--- src/rtl/lcd_timing_gen_pkg.sv ---
// Shared constants and state encoding for the 480x272 TFT pixel-timing generator.
// The default timing values describe the panel; other blocks override them through parameters.
package lcd_timing_pkg;

    localparam int LCD_H_ACTIVE = 480;
    localparam int LCD_H_FP     = 2;
    localparam int LCD_H_PULSE  = 41;
    localparam int LCD_H_BP     = 2;

    localparam int LCD_V_ACTIVE = 272;
    localparam int LCD_V_FP     = 2;
    localparam int LCD_V_PULSE  = 10;
    localparam int LCD_V_BP     = 2;

    localparam int LCD_H_TOTAL  = LCD_H_PULSE + LCD_H_BP + LCD_H_ACTIVE + LCD_H_FP;
    localparam int LCD_V_TOTAL  = LCD_V_PULSE + LCD_V_BP + LCD_V_ACTIVE + LCD_V_FP;

    localparam int LCD_CNT_W    = 10;

    typedef enum logic {
        IDLE = 1'b0,
        RUN  = 1'b1
    } lcd_state_e;

endpackage

--- src/rtl/lcd_timing_gen_if.sv ---
// Sequencer enables in, panel timing out.
// The timing generator drives through the master modport; the panel or frame-buffer side uses slave.
interface lcd_timing_gen_if
    import lcd_timing_pkg::*;
#(
    parameter int CNT_W = LCD_CNT_W
);
    logic             en_sync;
    logic             pixel_en;
    logic             de_en;
    logic             hsync;
    logic             vsync;
    logic             de;
    logic             pix_req;
    logic [CNT_W-1:0] pix_x;
    logic [CNT_W-1:0] pix_y;
    logic             frame_start;
    logic [7:0]       frame_cnt;

    modport master (
        input  en_sync, pixel_en, de_en,
        output hsync, vsync, de, pix_req, pix_x, pix_y, frame_start, frame_cnt
    );

    modport slave (
        output en_sync, pixel_en, de_en,
        input  hsync, vsync, de, pix_req, pix_x, pix_y, frame_start, frame_cnt
    );

endinterface

--- src/rtl/lcd_timing_gen_axis_counter.sv ---
// One timing axis: a wrapping position counter plus region decodes (sync, active, active-next).
// Used once per line (horizontal) and once per frame (vertical).
module lcd_axis_counter
    import lcd_timing_pkg::*;
#(
    parameter int TOTAL  = LCD_H_TOTAL,
    parameter int PULSE  = LCD_H_PULSE,
    parameter int BP     = LCD_H_BP,
    parameter int ACTIVE = LCD_H_ACTIVE,
    parameter int CNT_W  = LCD_CNT_W
) (
    input  logic             clk_out,
    input  logic             rst,
    input  logic             inc,
    input  logic             clr,
    output logic [CNT_W-1:0] cnt,
    output logic             wrap,
    output logic             in_sync,
    output logic             in_active,
    output logic             next_active
);
    localparam int A0 = PULSE + BP;

    logic [CNT_W-1:0] cnt_q;
    logic [CNT_W-1:0] cnt_d;

    assign cnt  = cnt_q;
    assign wrap = inc && (cnt_q == CNT_W'(TOTAL - 1));

    // Integer compares keep the decodes correct even when TOTAL reaches 2^CNT_W.
    assign in_sync     = int'(cnt_q) < PULSE;
    assign in_active   = (int'(cnt_q) >= A0) && (int'(cnt_q) < A0 + ACTIVE);
    assign next_active = (int'(cnt_q) + 1 >= A0) && (int'(cnt_q) + 1 < A0 + ACTIVE);

    always_comb begin
        cnt_d = cnt_q;
        if (clr) begin
            cnt_d = '0;
        end else if (inc) begin
            cnt_d = wrap ? '0 : cnt_q + CNT_W'(1);
        end
    end

    always_ff @(posedge clk_out) begin
        if (rst) begin
            cnt_q <= '0;
        end else begin
            cnt_q <= cnt_d;
        end
    end

endmodule

--- src/rtl/lcd_timing_gen.sv ---
// Pixel-timing stage: HSYNC/VSYNC/DE, pixel coordinates and a one-cycle-early fetch request.
// Every output is a registered decode of the counters, so it trails its counter value by one clock.
module lcd_timing_gen
    import lcd_timing_pkg::*;
#(
    parameter int H_ACTIVE = LCD_H_ACTIVE,
    parameter int H_FP     = LCD_H_FP,
    parameter int H_PULSE  = LCD_H_PULSE,
    parameter int H_BP     = LCD_H_BP,
    parameter int V_ACTIVE = LCD_V_ACTIVE,
    parameter int V_FP     = LCD_V_FP,
    parameter int V_PULSE  = LCD_V_PULSE,
    parameter int V_BP     = LCD_V_BP,
    parameter int CNT_W    = LCD_CNT_W
) (
    input  logic             clk_out,
    input  logic             rst,
    lcd_timing_gen_if.master tim
);
    localparam int H_TOTAL = H_PULSE + H_BP + H_ACTIVE + H_FP;
    localparam int V_TOTAL = V_PULSE + V_BP + V_ACTIVE + V_FP;
    localparam int HA0     = H_PULSE + H_BP;
    localparam int VA0     = V_PULSE + V_BP;

    lcd_state_e       state_q, state_d;
    logic             run;
    logic [CNT_W-1:0] h_cnt, v_cnt;
    logic             h_wrap, v_wrap;
    logic             h_in_sync, v_in_sync;
    logic             h_in_active, v_in_active;
    logic             h_next_active, v_next_active_unused;

    logic             hsync_q, hsync_d;
    logic             vsync_q, vsync_d;
    logic             de_q, de_d;
    logic             pix_req_q, pix_req_d;
    logic [CNT_W-1:0] pix_x_q, pix_x_d;
    logic [CNT_W-1:0] pix_y_q, pix_y_d;
    logic             frame_start_q, frame_start_d;
    logic [7:0]       frame_cnt_q, frame_cnt_d;

    // Counting only happens while already in RUN with the enable still high; otherwise counters clear.
    assign run = (state_q == RUN) && tim.en_sync;

    lcd_axis_counter #(
        .TOTAL(H_TOTAL), .PULSE(H_PULSE), .BP(H_BP), .ACTIVE(H_ACTIVE), .CNT_W(CNT_W)
    ) u_hcnt (
        .clk_out(clk_out), .rst(rst), .inc(run), .clr(!run),
        .cnt(h_cnt), .wrap(h_wrap), .in_sync(h_in_sync),
        .in_active(h_in_active), .next_active(h_next_active)
    );

    lcd_axis_counter #(
        .TOTAL(V_TOTAL), .PULSE(V_PULSE), .BP(V_BP), .ACTIVE(V_ACTIVE), .CNT_W(CNT_W)
    ) u_vcnt (
        .clk_out(clk_out), .rst(rst), .inc(h_wrap), .clr(!run),
        .cnt(v_cnt), .wrap(v_wrap), .in_sync(v_in_sync),
        .in_active(v_in_active), .next_active(v_next_active_unused)
    );

    always_ff @(posedge clk_out) begin
        if (rst) begin
            state_q       <= IDLE;
            hsync_q       <= 1'b1;
            vsync_q       <= 1'b1;
            de_q          <= 1'b0;
            pix_req_q     <= 1'b0;
            pix_x_q       <= '0;
            pix_y_q       <= '0;
            frame_start_q <= 1'b0;
            frame_cnt_q   <= 8'd0;
        end else begin
            state_q       <= state_d;
            hsync_q       <= hsync_d;
            vsync_q       <= vsync_d;
            de_q          <= de_d;
            pix_req_q     <= pix_req_d;
            pix_x_q       <= pix_x_d;
            pix_y_q       <= pix_y_d;
            frame_start_q <= frame_start_d;
            frame_cnt_q   <= frame_cnt_d;
        end
    end

    always_comb begin
        state_d = state_q;
        case (state_q)
            IDLE:    if (tim.en_sync)  state_d = RUN;
            RUN:     if (!tim.en_sync) state_d = IDLE;
            default: state_d = IDLE;
        endcase
    end

    // Outside a running cycle everything falls back to reset values; frame_cnt alone survives a stop.
    always_comb begin
        hsync_d       = 1'b1;
        vsync_d       = 1'b1;
        de_d          = 1'b0;
        pix_req_d     = 1'b0;
        pix_x_d       = '0;
        pix_y_d       = '0;
        frame_start_d = 1'b0;
        frame_cnt_d   = frame_cnt_q;
        if (run) begin
            hsync_d       = ~h_in_sync;
            vsync_d       = ~v_in_sync;
            de_d          = h_in_active & v_in_active & tim.de_en;
            pix_req_d     = h_next_active & v_in_active & tim.pixel_en;
            frame_start_d = (h_cnt == '0) && (v_cnt == '0);
            if (de_d) begin
                pix_x_d = h_cnt - CNT_W'(HA0);
                pix_y_d = v_cnt - CNT_W'(VA0);
            end
            if (v_wrap) begin
                frame_cnt_d = frame_cnt_q + 8'd1;
            end
        end
    end

    assign tim.hsync       = hsync_q;
    assign tim.vsync       = vsync_q;
    assign tim.de          = de_q;
    assign tim.pix_req     = pix_req_q;
    assign tim.pix_x       = pix_x_q;
    assign tim.pix_y       = pix_y_q;
    assign tim.frame_start = frame_start_q;
    assign tim.frame_cnt   = frame_cnt_q;

endmodule

--- src/flat_wrapper.sv ---
// flat-port wrapper written by rule: the top's interface ports become plain ports
module lcd_timing_gen_flat import lcd_timing_pkg::*;
#(
    parameter int H_ACTIVE = LCD_H_ACTIVE,
    parameter int H_FP     = LCD_H_FP,
    parameter int H_PULSE  = LCD_H_PULSE,
    parameter int H_BP     = LCD_H_BP,
    parameter int V_ACTIVE = LCD_V_ACTIVE,
    parameter int V_FP     = LCD_V_FP,
    parameter int V_PULSE  = LCD_V_PULSE,
    parameter int V_BP     = LCD_V_BP,
    parameter int CNT_W    = LCD_CNT_W
)
  (clk_out, rst, tim_en_sync, tim_pixel_en, tim_de_en, tim_hsync, tim_vsync, tim_de, tim_pix_req, tim_pix_x, tim_pix_y, tim_frame_start, tim_frame_cnt);
  lcd_timing_gen_if #(.CNT_W(CNT_W)) tim_i ();
  input  logic clk_out;
  input  logic rst;
  input wire logic [$bits(tim_i.en_sync)-1:0] tim_en_sync;
  input wire logic [$bits(tim_i.pixel_en)-1:0] tim_pixel_en;
  input wire logic [$bits(tim_i.de_en)-1:0] tim_de_en;
  output wire logic [$bits(tim_i.hsync)-1:0] tim_hsync;
  output wire logic [$bits(tim_i.vsync)-1:0] tim_vsync;
  output wire logic [$bits(tim_i.de)-1:0] tim_de;
  output wire logic [$bits(tim_i.pix_req)-1:0] tim_pix_req;
  output wire logic [$bits(tim_i.pix_x)-1:0] tim_pix_x;
  output wire logic [$bits(tim_i.pix_y)-1:0] tim_pix_y;
  output wire logic [$bits(tim_i.frame_start)-1:0] tim_frame_start;
  output wire logic [$bits(tim_i.frame_cnt)-1:0] tim_frame_cnt;
  assign tim_i.en_sync = tim_en_sync;
  assign tim_i.pixel_en = tim_pixel_en;
  assign tim_i.de_en = tim_de_en;
  assign tim_hsync = tim_i.hsync;
  assign tim_vsync = tim_i.vsync;
  assign tim_de = tim_i.de;
  assign tim_pix_req = tim_i.pix_req;
  assign tim_pix_x = tim_i.pix_x;
  assign tim_pix_y = tim_i.pix_y;
  assign tim_frame_start = tim_i.frame_start;
  assign tim_frame_cnt = tim_i.frame_cnt;
  lcd_timing_gen #(.H_ACTIVE(H_ACTIVE), .H_FP(H_FP), .H_PULSE(H_PULSE), .H_BP(H_BP), .V_ACTIVE(V_ACTIVE), .V_FP(V_FP), .V_PULSE(V_PULSE), .V_BP(V_BP), .CNT_W(CNT_W)) u_core (.clk_out(clk_out), .rst(rst), .tim(tim_i));
endmodule
--- config.mk ---
export PLATFORM = sky130hd
export DESIGN_NAME = lcd_timing_gen_flat
export DESIGN_NICKNAME = d
export VERILOG_FILES = /design/src/rtl/lcd_timing_gen_pkg.sv /design/src/rtl/lcd_timing_gen_if.sv /design/src/rtl/lcd_timing_gen_axis_counter.sv /design/src/rtl/lcd_timing_gen.sv /design/src/flat_wrapper.sv
export SDC_FILE = /design/constraint.sdc
export NUM_CORES = 1
export LEC_CHECK = 0
export ABC_AREA = 1
export CORE_MARGIN = 8
export CORE_UTILIZATION = 40
export DETAILED_ROUTE_END_ITERATION = 8
export DONT_BUFFER_PORTS = 1
export SYNTH_ARGS = -nofsm -noshare
export SYNTH_HDL_FRONTEND = slang
export SYNTH_SLANG_ARGS = --single-unit
--- constraint.sdc ---
create_clock -name clk_out -period 1.8 [get_ports clk_out]
set_input_delay 0.36 -clock clk_out [delete_from_list [all_inputs] [get_ports clk_out]]
set_output_delay 0.36 -clock clk_out [all_outputs]
set_load 0.05 [all_outputs]
---- Word-level counts from Yosys, hierarchy flattened ----
Index checks and enable logic that the tools add are counted.
storage, ports and cells
  flip-flop bits (word level) ............. 54
  output and inout port bits .............. 33
  bits in writable memories ............... 0
  ROM bits ................................ 0
  latch bits .............................. 0
  input port bits ......................... 5
  word-level logic and storage cells ...... 50
  memories kept ........................... 0
cells by class
  add/sub/neg operators ................... 6
  reductions and logical operators ........ 13
  magnitude comparators ................... 8
  shift-type cells ........................ 0
  eq/ne operators ......................... 2
  mux-type cells .......................... 2
  multipliers ............................. 0
  div/mod/pow operators ................... 0
  bitwise operators ....................... 8
operator list
  kind                     number
  $ge A32 B7 Y1 const B    1
  $add A10 B1 Y10 const B  2
  $logic_not A10 Y1        2
  $add A10 B1 Y11 const B  1
  $lt A11 B10 Y1 const B   1
  $eq A10 B10 Y1 const B   1
  $eq A10 B9 Y1 const B    1
  $ge A10 B4 Y1 const B    1
  $ge A10 B6 Y1 const B    1
  $lt A10 B10 Y1 const B   1
  $lt A10 B4 Y1 const B    1
  $lt A10 B6 Y1 const B    1
  $lt A10 B9 Y1 const B    1
  $mux W10                 1
  $sub A10 B4 Y10 const B  1
  $sub A10 B6 Y10 const B  1
  $add A8 B1 Y8 const B    1
  $logic_and A1 B1 Y1      7
  $reduce_or A3 Y1         2
  $and A1 B1 Y1            4
  $not A1 Y1               4
  $reduce_and A2 Y1        1
  $reduce_or A2 Y1         1
  $mux W1                  1

---- Logic depth before layout (Yosys ltp) ----
Gate-level depths: netlist of the first run.
  word-level depth ........................ 6
  mapped depth ............................ 11
  gate-level depth less buffers ........... 10

---- By module ----
From an unflattened synthesis of the first run, not the netlist that was laid out.
second synthesis, totals
  cell total of the unflattened synthesis .. 478
  area, all modules ....................... 3179.3 sq um
modules (own cells, without submodules)
  module                             area each (sq um)  seq. area each (sq um)  cells an instance  times used
  lcd_timing_gen                     1502.7             680.7                   202                1
  lcd_axis_counter at u_core.u_vcnt  844.6              200.2                   134                1
  lcd_axis_counter at u_core.u_hcnt  832.0              200.2                   142                1

---- Least setup slack after synthesis of the first run ----
Ideal clock, no wire load.
  path type ............................... reg2reg
  start ................................... reg u_core.frame_cnt_q[0] (netlist: u_core.tim.frame_cnt[0])
  end ..................................... reg u_core.frame_cnt_q[4] (netlist: u_core.tim.frame_cnt[4])
  arrival time ............................ 1467 ps
  path slack .............................. 263 ps
  required time ........................... 1730 ps
  cell stages (with the launch flop) ...... 7
  period minus slack after synthesis ...... 1537 ps
  cell sequence ........................... dfxtp_1 ha_1 nand2_1 nor2_1 xor2_1 nand2_1 a21oi_1
between the ends
  longest elaborated chain between the ends .. 1
ends and longest elaborated chain
  what                      RTL line               source
  start: declaration        lcd_timing_gen.sv:40   logic [7:0] frame_cnt_q, frame_cnt_d;
  start signal: assignment  lcd_timing_gen.sv:81   frame_cnt_q <= frame_cnt_d;
  $add A8 B1 Y8             lcd_timing_gen.sv:115  frame_cnt_d = frame_cnt_q + 8'd1;
No other way between the ends.
A chain may end at the register's enable or synchronous reset.

---- Worst setup path in the final report of the first run ----
  start ................................... reg u_core.u_vcnt.cnt_q[3] (netlist: u_core.u_vcnt.cnt[3])
  end ..................................... reg u_core.pix_x_q[0] (netlist: u_core.tim.pix_x[0])
between the ends
  longest elaborated chain between the ends .. 6
ends and longest elaborated chain
  what                                                   RTL line                           source
  start: declaration                                     lcd_timing_gen_axis_counter.sv:24  logic [CNT_W-1:0] cnt_q;
  start signal: assignment                               lcd_timing_gen_axis_counter.sv:48  cnt_q <= cnt_d;
  $ge A10 B4 Y1 / $lt A10 B9 Y1 (equally long branches)  lcd_timing_gen_axis_counter.sv:32  assign in_active = (int'(cnt_q) >= A0) && (int'(cnt_q) < A0 + ACTIVE);
  $logic_and A1 B1 Y1 (*)                                lcd_timing_gen_axis_counter.sv:32
  $and A1 B1 Y1 (*) (2 in a row)                         lcd_timing_gen.sv:107              de_d = h_in_active & v_in_active & tim.de_en;
  $not A1 Y1 (no line) (*)                               -
  $reduce_or A3 Y1 (no line) (*)                         -
  end signal: assignment                                 lcd_timing_gen.sv:78               pix_x_q <= pix_x_d;
  end: declaration                                       lcd_timing_gen.sv:37               logic [CNT_W-1:0] pix_x_q, pix_x_d;
Every way passes the cells marked *; elsewhere a longest branch is shown, timed or not.

==> flow_summary.yaml, run 1 <==
clocking:
  clk_latency_ns: 0.31
  cts_max_path_buffers: 2
  cts_tree: "done"
  cts_sinks: 54
  cts_root_buf: "clkbuf_8"
  clkTransAtPathRegs_ns: 0.10
  cts_hold_buf: 0
  cts_buffers: 5
  cts_htree_levels: 2
timing:
  hold_viol: 0
  slew_headroom_pct: 62.2
  whs_ns: 0.105
  worst_slew_pin_slew_ns: 0.566
  finalCriticalPeriod_ns: 1.67
  setup_ws_ns: 0.128
  worst_clock_skew_ns: 0.00925
  rsz0062_at_grt: "no"
  period_share_pct: 92.9
  fmax_ghz: 0.598
  setup_tns_ns: 0
  slew_violations: 0
  setup_viol: 0
global_route:
  antenna_found_initial: 0
  grt_pass1_vias: 2276
  grt_pass1_wl_um: 10700
  grt_usage_pct: 13.2
  gr-total-overflow: 0
  grt_max_degree: 20
yosys:
  syn_area_um2: 2770
  synth_cells: 400
  ys_ff_latch: 54
  avgSynthCellArea_um2: 6.92
  ys_seq_area_share_pct: 39.0
  yosysUniqueCellTypes: 29
  ys_warn_count: 0
  synth_nets: 416
cells_and_area:
  utilization_pct: 45.7
  design_area_um2: 3090
  antenna_cells: 0
  area_delta_synth_final_pct: 11.6
  drive_above_1_share_pct: 11.3
  nets: 438
  stdcell_count: 503
worst_setup_path:
  crit_top_cell: "nor2_1"
  cp.arrival_ns: 1.86
  critPathRequiredTime_ns: 1.99
  cp_max_fo: 19
  crit_path_start_kind: "register"
  cp_slowest_cell: "dfxtp_2"
  worst-path-buf-inv: 1
  worstSetupEndpointType: "register"
  cp_top_family: "simple AND/OR/NAND/NOR gates"
  path_cells: "ha_1, nor2_1, nand2_1, nor2_1, nand2_1, nand2_1, nor2_1, nand4_2, buf_12, nor2_1"
  critical_path_class: "register to register"
  crit_path_max_incr_delay_ns: 0.35
power_and_ir_drop:
  pwr-share-seq_pct: 62.6
  cellPowerDensity_nw_per_um2: 623
  net-switching-power_uw: 410
  internal-power_mw: 1.52
  swShare_pct: 21.3
  comb_power_share_pct: 1.3
  p_leak_nw: 1.48
  peakVddDrop_mv: 0.297
  power_mw: 1.93
  power.share.clock_pct: 36.1
place:
  dp.final_hpwl_um: 5070
  post-place-ws_ns: 0.105
  port_buffers: 0
  post_dp_cell_area_um2: 2980
  post-place-cells: 494
  finalWeightedCongestion: 0.898
floorplan:
  die_y_um: 99.2
  dieArea_um2: 9840
  die_w_um: 99.2
  start_util_pct: 41.0
  rows: 30
  core_um2: 6760
  ios: 38
drt:
  wire_per_inst_um: 12.9
  vias_per_cell: 4.98
  drt_iter0_drc: 216
  dr.pass1.iters: 5
  drt_wl_total_um: 6510
  drc: 0
  ant_nets: 0
  num_vias: 2507
job:
  maxCapViolations: 0
status:
  outcome: "finished, final reports clean"
hold_path:
  hold_path.class: "input port to register"
[routing by layer]
layer  GRT usage, %  vias up  routed length (um)
met1           18.0     1123                3290
met2           19.3       83                2620
met4           4.07        0                  89
met5              0        -                   0
met3           4.05        8                 501
li1               -     1293                   -
[cells by family after synthesis]
| kind of cell | count (synthesis) | share of synthesized area, % |
|---|---|---|
| fa+ha+maj | 11 | 4.97 |
| compound gates | 27 | 5.42 |
| flops | 54 | 39.0 |
| xor+xnor | 12 | 3.80 |
| simple gates | 232 | 37.1 |
| buf+inv | 64 | 9.62 |
[cell usage in the layout, fill, tap and decap left out, types with 4 or more instances in the layout]
cell and instances:
nor3_1 8, inv_2 5, nor2_4 4, nand4_1 12, nand2_1 100, ha_1 10, buf_4 20, dfxtp_1 53
a21oi_1 12, inv_1 53, o21ai_0 9, nor2_1 68, nand3_1 28, clkbuf_8 6, xor2_1 12
[synth_stat cells (all sizes together)]
cell	n	area, um^2
a21oi	13	68.8
a31oi	1	6.26
and3	1	6.26
buf	6	48.8
dfxtp	54	1080
ha	11	138
inv	58	218
nand2	102	388
nand3	29	150
nand3b	2	15.0
nand4	14	109
nor2	74	308
nor3	8	40.0
nor4	1	6.26
o211ai	2	15.0
o21a	1	7.51
o21ai	9	45.0
o31ai	1	7.51
or2	1	6.26
xor2	12	105
[worst paths after layout]
kind	startpoint	end	slack, ns	cells past startpoint
worst max-delay path	u_core.u_vcnt.cnt[3]	u_core.tim.pix_x[0]	0.13	10
worst min-delay path	rst	u_core.tim.frame_cnt[7]	0.10	1
worst max register to register	u_core.u_vcnt.cnt[3]	u_core.tim.pix_x[0]	0.13	10
worst min register to register	u_core.tim.frame_cnt[5]	u_core.tim.frame_cnt[5]	0.51	2
[layout make-up]
cell class,count,area (um^2)
Fill cell,675,3670
Multi-Input combinational cell,282,1430
Sequential cell,54,1080
Inverter,58,218
Timing Repair Buffer,21,170
Tap cell,80,100
Clock buffer,7,86.3
Clock inverter,1,5.00
[power by group through the flow]
stage	clock, mW	sequential (mW)	combinational (mW)
CTS	0.720	1.21	0.0252
global placement	0	1.23	0.0249
finish	0.696	1.21	0.0250
global route	0.781	1.21	0.0281
detailed placement	0	1.23	0.0250
floorplan	0	1.23	0.0211
[repair_timing]
item,4_1_cts,5_1_grt
hold endpoints to repair,0,0
resized for setup,0,4
endpoints found under the setup margin,0,28
setup buffers,0,1
[registers in the layout, indices dropped and copies added (netlist names)]
signal and cells:
u_core.tim.vsync 1, u_core.u_hcnt.cnt 10, u_core.state_q 1, u_core.tim.de 1, u_core.tim.pix_req 1, u_core.tim.frame_cnt 8
u_core.tim.frame_start 1, u_core.u_vcnt.cnt 10, u_core.tim.pix_y 10, u_core.tim.hsync 1, u_core.tim.pix_x 10
Power figures use the tool's default switching activity.
==> run 2, diff against run 1 <==
--- a/config.mk
+++ b/config.mk
@@ -6,10 +6,13 @@
 export NUM_CORES = 1
 export LEC_CHECK = 0
 export ABC_AREA = 1
+export CELL_PAD_IN_SITES_DETAIL_PLACEMENT = 0
+export CELL_PAD_IN_SITES_GLOBAL_PLACEMENT = 2
 export CORE_MARGIN = 8
-export CORE_UTILIZATION = 40
+export CORE_UTILIZATION = 35
 export DETAILED_ROUTE_END_ITERATION = 8
 export DONT_BUFFER_PORTS = 1
+export PLACE_DENSITY_LB_ADDON = 0.1
 export SYNTH_ARGS = -nofsm -noshare
 export SYNTH_HDL_FRONTEND = slang
 export SYNTH_SLANG_ARGS = --single-unit
==> run 2 against run 1 <==
Against the previous run: flip-flop and latch count is the same; critical path depth is the same; clock skew shrank 0.00071 ns; highest routed layer unchanged.
==> flow_summary.yaml, run 2 (synthesis gave the netlist of run 1 again) <==
cells_and_area:
  final_cell_mix: "98 x nand2_1, 66 x nor2_1, 54 x inv_1"
  area_delta_synth_final_pct: 17.8
  drive_above_1_share_pct: 14.6
  layout_commonest_cell: "nand2_1"
  nets: 446
  antenna_cells: 0
global_route:
  antenna_found_initial: 0
  gr-total-overflow: 0
  grt_usage_pct: 14.0
  grt_pass1_vias: 2472
  grt_max_degree: 19
  grt_pass1_wl_um: 12700
clocking:
  cts_sinks: 54
  cts_root_buf: "clkbuf_8"
  cts_htree_levels: 2
  post_cts_resized: 0
  cts_buffers: 5
  cts_setup_buffers: 0
  clk_latency_ns: 0.31
  cts_tree: "done"
  cts_max_path_buffers: 2
  clkTransAtPathRegs_ns: 0.10
  cts_hold_buf: 0
hold_path:
  holdPathStages: 1
  hold_path.class: "input port to register"
  min_to: "u_core.tim.frame_cnt[4]"
  hp-start: "rst"
floorplan:
  ios: 38
  core_um2: 7690
  dieArea_um2: 11000
  die_y_um: 105
  die_w_um: 105
  start_util_pct: 36.0
  rows: 32
power_and_ir_drop:
  p_leak_nw: 1.54
  peakVddDrop_mv: 0.347
  cellPowerDensity_nw_per_um2: 641
worst_setup_path:
  critPathRequiredTime_ns: 2.05
  r2r-end: "u_core.tim.pix_y[9]"
  crit_path_max_incr_delay_ns: 0.36
  critical_path_class: "register to register"
  cp_slowest_cell: "dfxtp_1"
  crit_path_start_kind: "register"
  cp.arrival_ns: 1.93
  path_cells: "ha_2, nor2_1, nand2_1, nor2_1, nand2_1, nand2_1, nor2_2, nand4_4, clkbuf_16, nor2_1"
  r2r_slack_ns: 0.12
  r2r-start: "u_core.u_vcnt.cnt[2]"
  cp_max_fo: 7
  worstSetupEndpointType: "register"
  reg2reg_depth: 10
timing:
  worst_slew_pin_slew_ns: 0.563
  slew_headroom_pct: 62.4
  setup_viol: 0
  finalCriticalPeriod_ns: 1.68
  setup_ws_ns: 0.124
  fmax_ghz: 0.597
  slew_violations: 0
  hold_viol: 0
  setup_tns_ns: 0
  period_share_pct: 93.1
  worst_clock_skew_ns: 0.00854
place:
  finalWeightedCongestion: 0.839
  post-place-ws_ns: 0.103
  dp.final_hpwl_um: 6080
  port_buffers: 0
job:
  maxCapViolations: 0
drt:
  drt_wl_total_um: 7630
  dr.pass1.iters: 4
  num_vias: 2531
  drt_iter0_drc: 111
  ant_nets: 0
  vias_per_cell: 4.75
  drc: 0
  wire_per_inst_um: 14.3
status:
  outcome: "finished, final reports clean"
run 2: changes by cell type in the layout (fill, tap and decap cells not counted), sizes merged:
cell    delta
buf        +7
inv        +1
clkbuf     -1
bufinv     +1
run 2: area by class of cell:
| class | count | area, um^2 |
|---|---|---|
| tap | 102 | 128 |
| fill | 842 | 4430 |
| multi-input combinational | 282 | 1460 |
| clock inverter | 3 | 47.5 |
| clock buffer | 5 | 68.8 |
| sequential | 54 | 1080 |
| timing repair buffer | 29 | 260 |
| inverter | 58 | 218 |
run 2: how the worst max path moves through the flow:
stage	from	endpoint	cells past startpoint
after floorplan	u_core.tim.frame_cnt[0]	u_core.tim.frame_cnt[4]	6
after global placement	u_core.u_hcnt.cnt[0]	u_core.u_hcnt.cnt[4]	10
after detailed placement	u_core.u_hcnt.cnt[0]	u_core.u_hcnt.cnt[7]	10
after CTS	u_core.u_hcnt.cnt[0]	u_core.u_hcnt.cnt[7]	10
after global routing	u_core.u_vcnt.cnt[3]	u_core.tim.pix_y[2]	10
final	u_core.u_vcnt.cnt[2]	u_core.tim.pix_y[9]	10
run 2: layer usage:
layer / track usage (%) / vias up / wire length (um)
met1: 19.0 / 1145 / 3850
li1: - / 1317 / -
met3: 3.69 / 6 / 439
met2: 21.7 / 63 / 3270
met4: 3.06 / 0 / 68
met5: 0 / - / 0
run 2: worst max-delay path: cells and delay by family (launching register included):
kind | cells | cell delay, ns
simple gates | 8 | 0.82
flops | 1 | 0.36
buf+inv | 1 | 0.22
fa+ha+maj | 1 | 0.21
run 2: where the power goes:
group          switching, mW  total, mW  internal (mW)
clock network          0.430      0.853          0.423
logic                 0.0196     0.0297         0.0100
registers            0.00869       1.21           1.20
total                  0.459       2.09           1.63
run 2: per-stage QoR:
stage	power, mW	std cells	hold slack, ns	area, um^2	utilization (%)
floorplan	1.25	400	0.441	2770	-
global placement	1.26	524	0.433	3080	40.1
detailed placement	1.26	524	0.433	3080	40.1
CTS	2.12	532	0.0931	3200	41.6
global route	2.17	533	0.0807	3260	42.4
finish	2.09	533	0.104	3260	42.4
==> run 3, diff against run 2 <==
--- a/config.mk
+++ b/config.mk
@@ -6,6 +6,7 @@
 export NUM_CORES = 1
 export LEC_CHECK = 0
 export ABC_AREA = 1
+export ABC_CLOCK_PERIOD_IN_PS = 1800
 export CELL_PAD_IN_SITES_DETAIL_PLACEMENT = 0
 export CELL_PAD_IN_SITES_GLOBAL_PLACEMENT = 2
 export CORE_MARGIN = 8
@@ -13,6 +14,7 @@
 export DETAILED_ROUTE_END_ITERATION = 8
 export DONT_BUFFER_PORTS = 1
 export PLACE_DENSITY_LB_ADDON = 0.1
+export SLEW_MARGIN = 5
 export SYNTH_ARGS = -nofsm -noshare
 export SYNTH_HDL_FRONTEND = slang
 export SYNTH_SLANG_ARGS = --single-unit
==> results of run 3 <==
The final DEF is identical to that of run 2; final timing and power are the same.
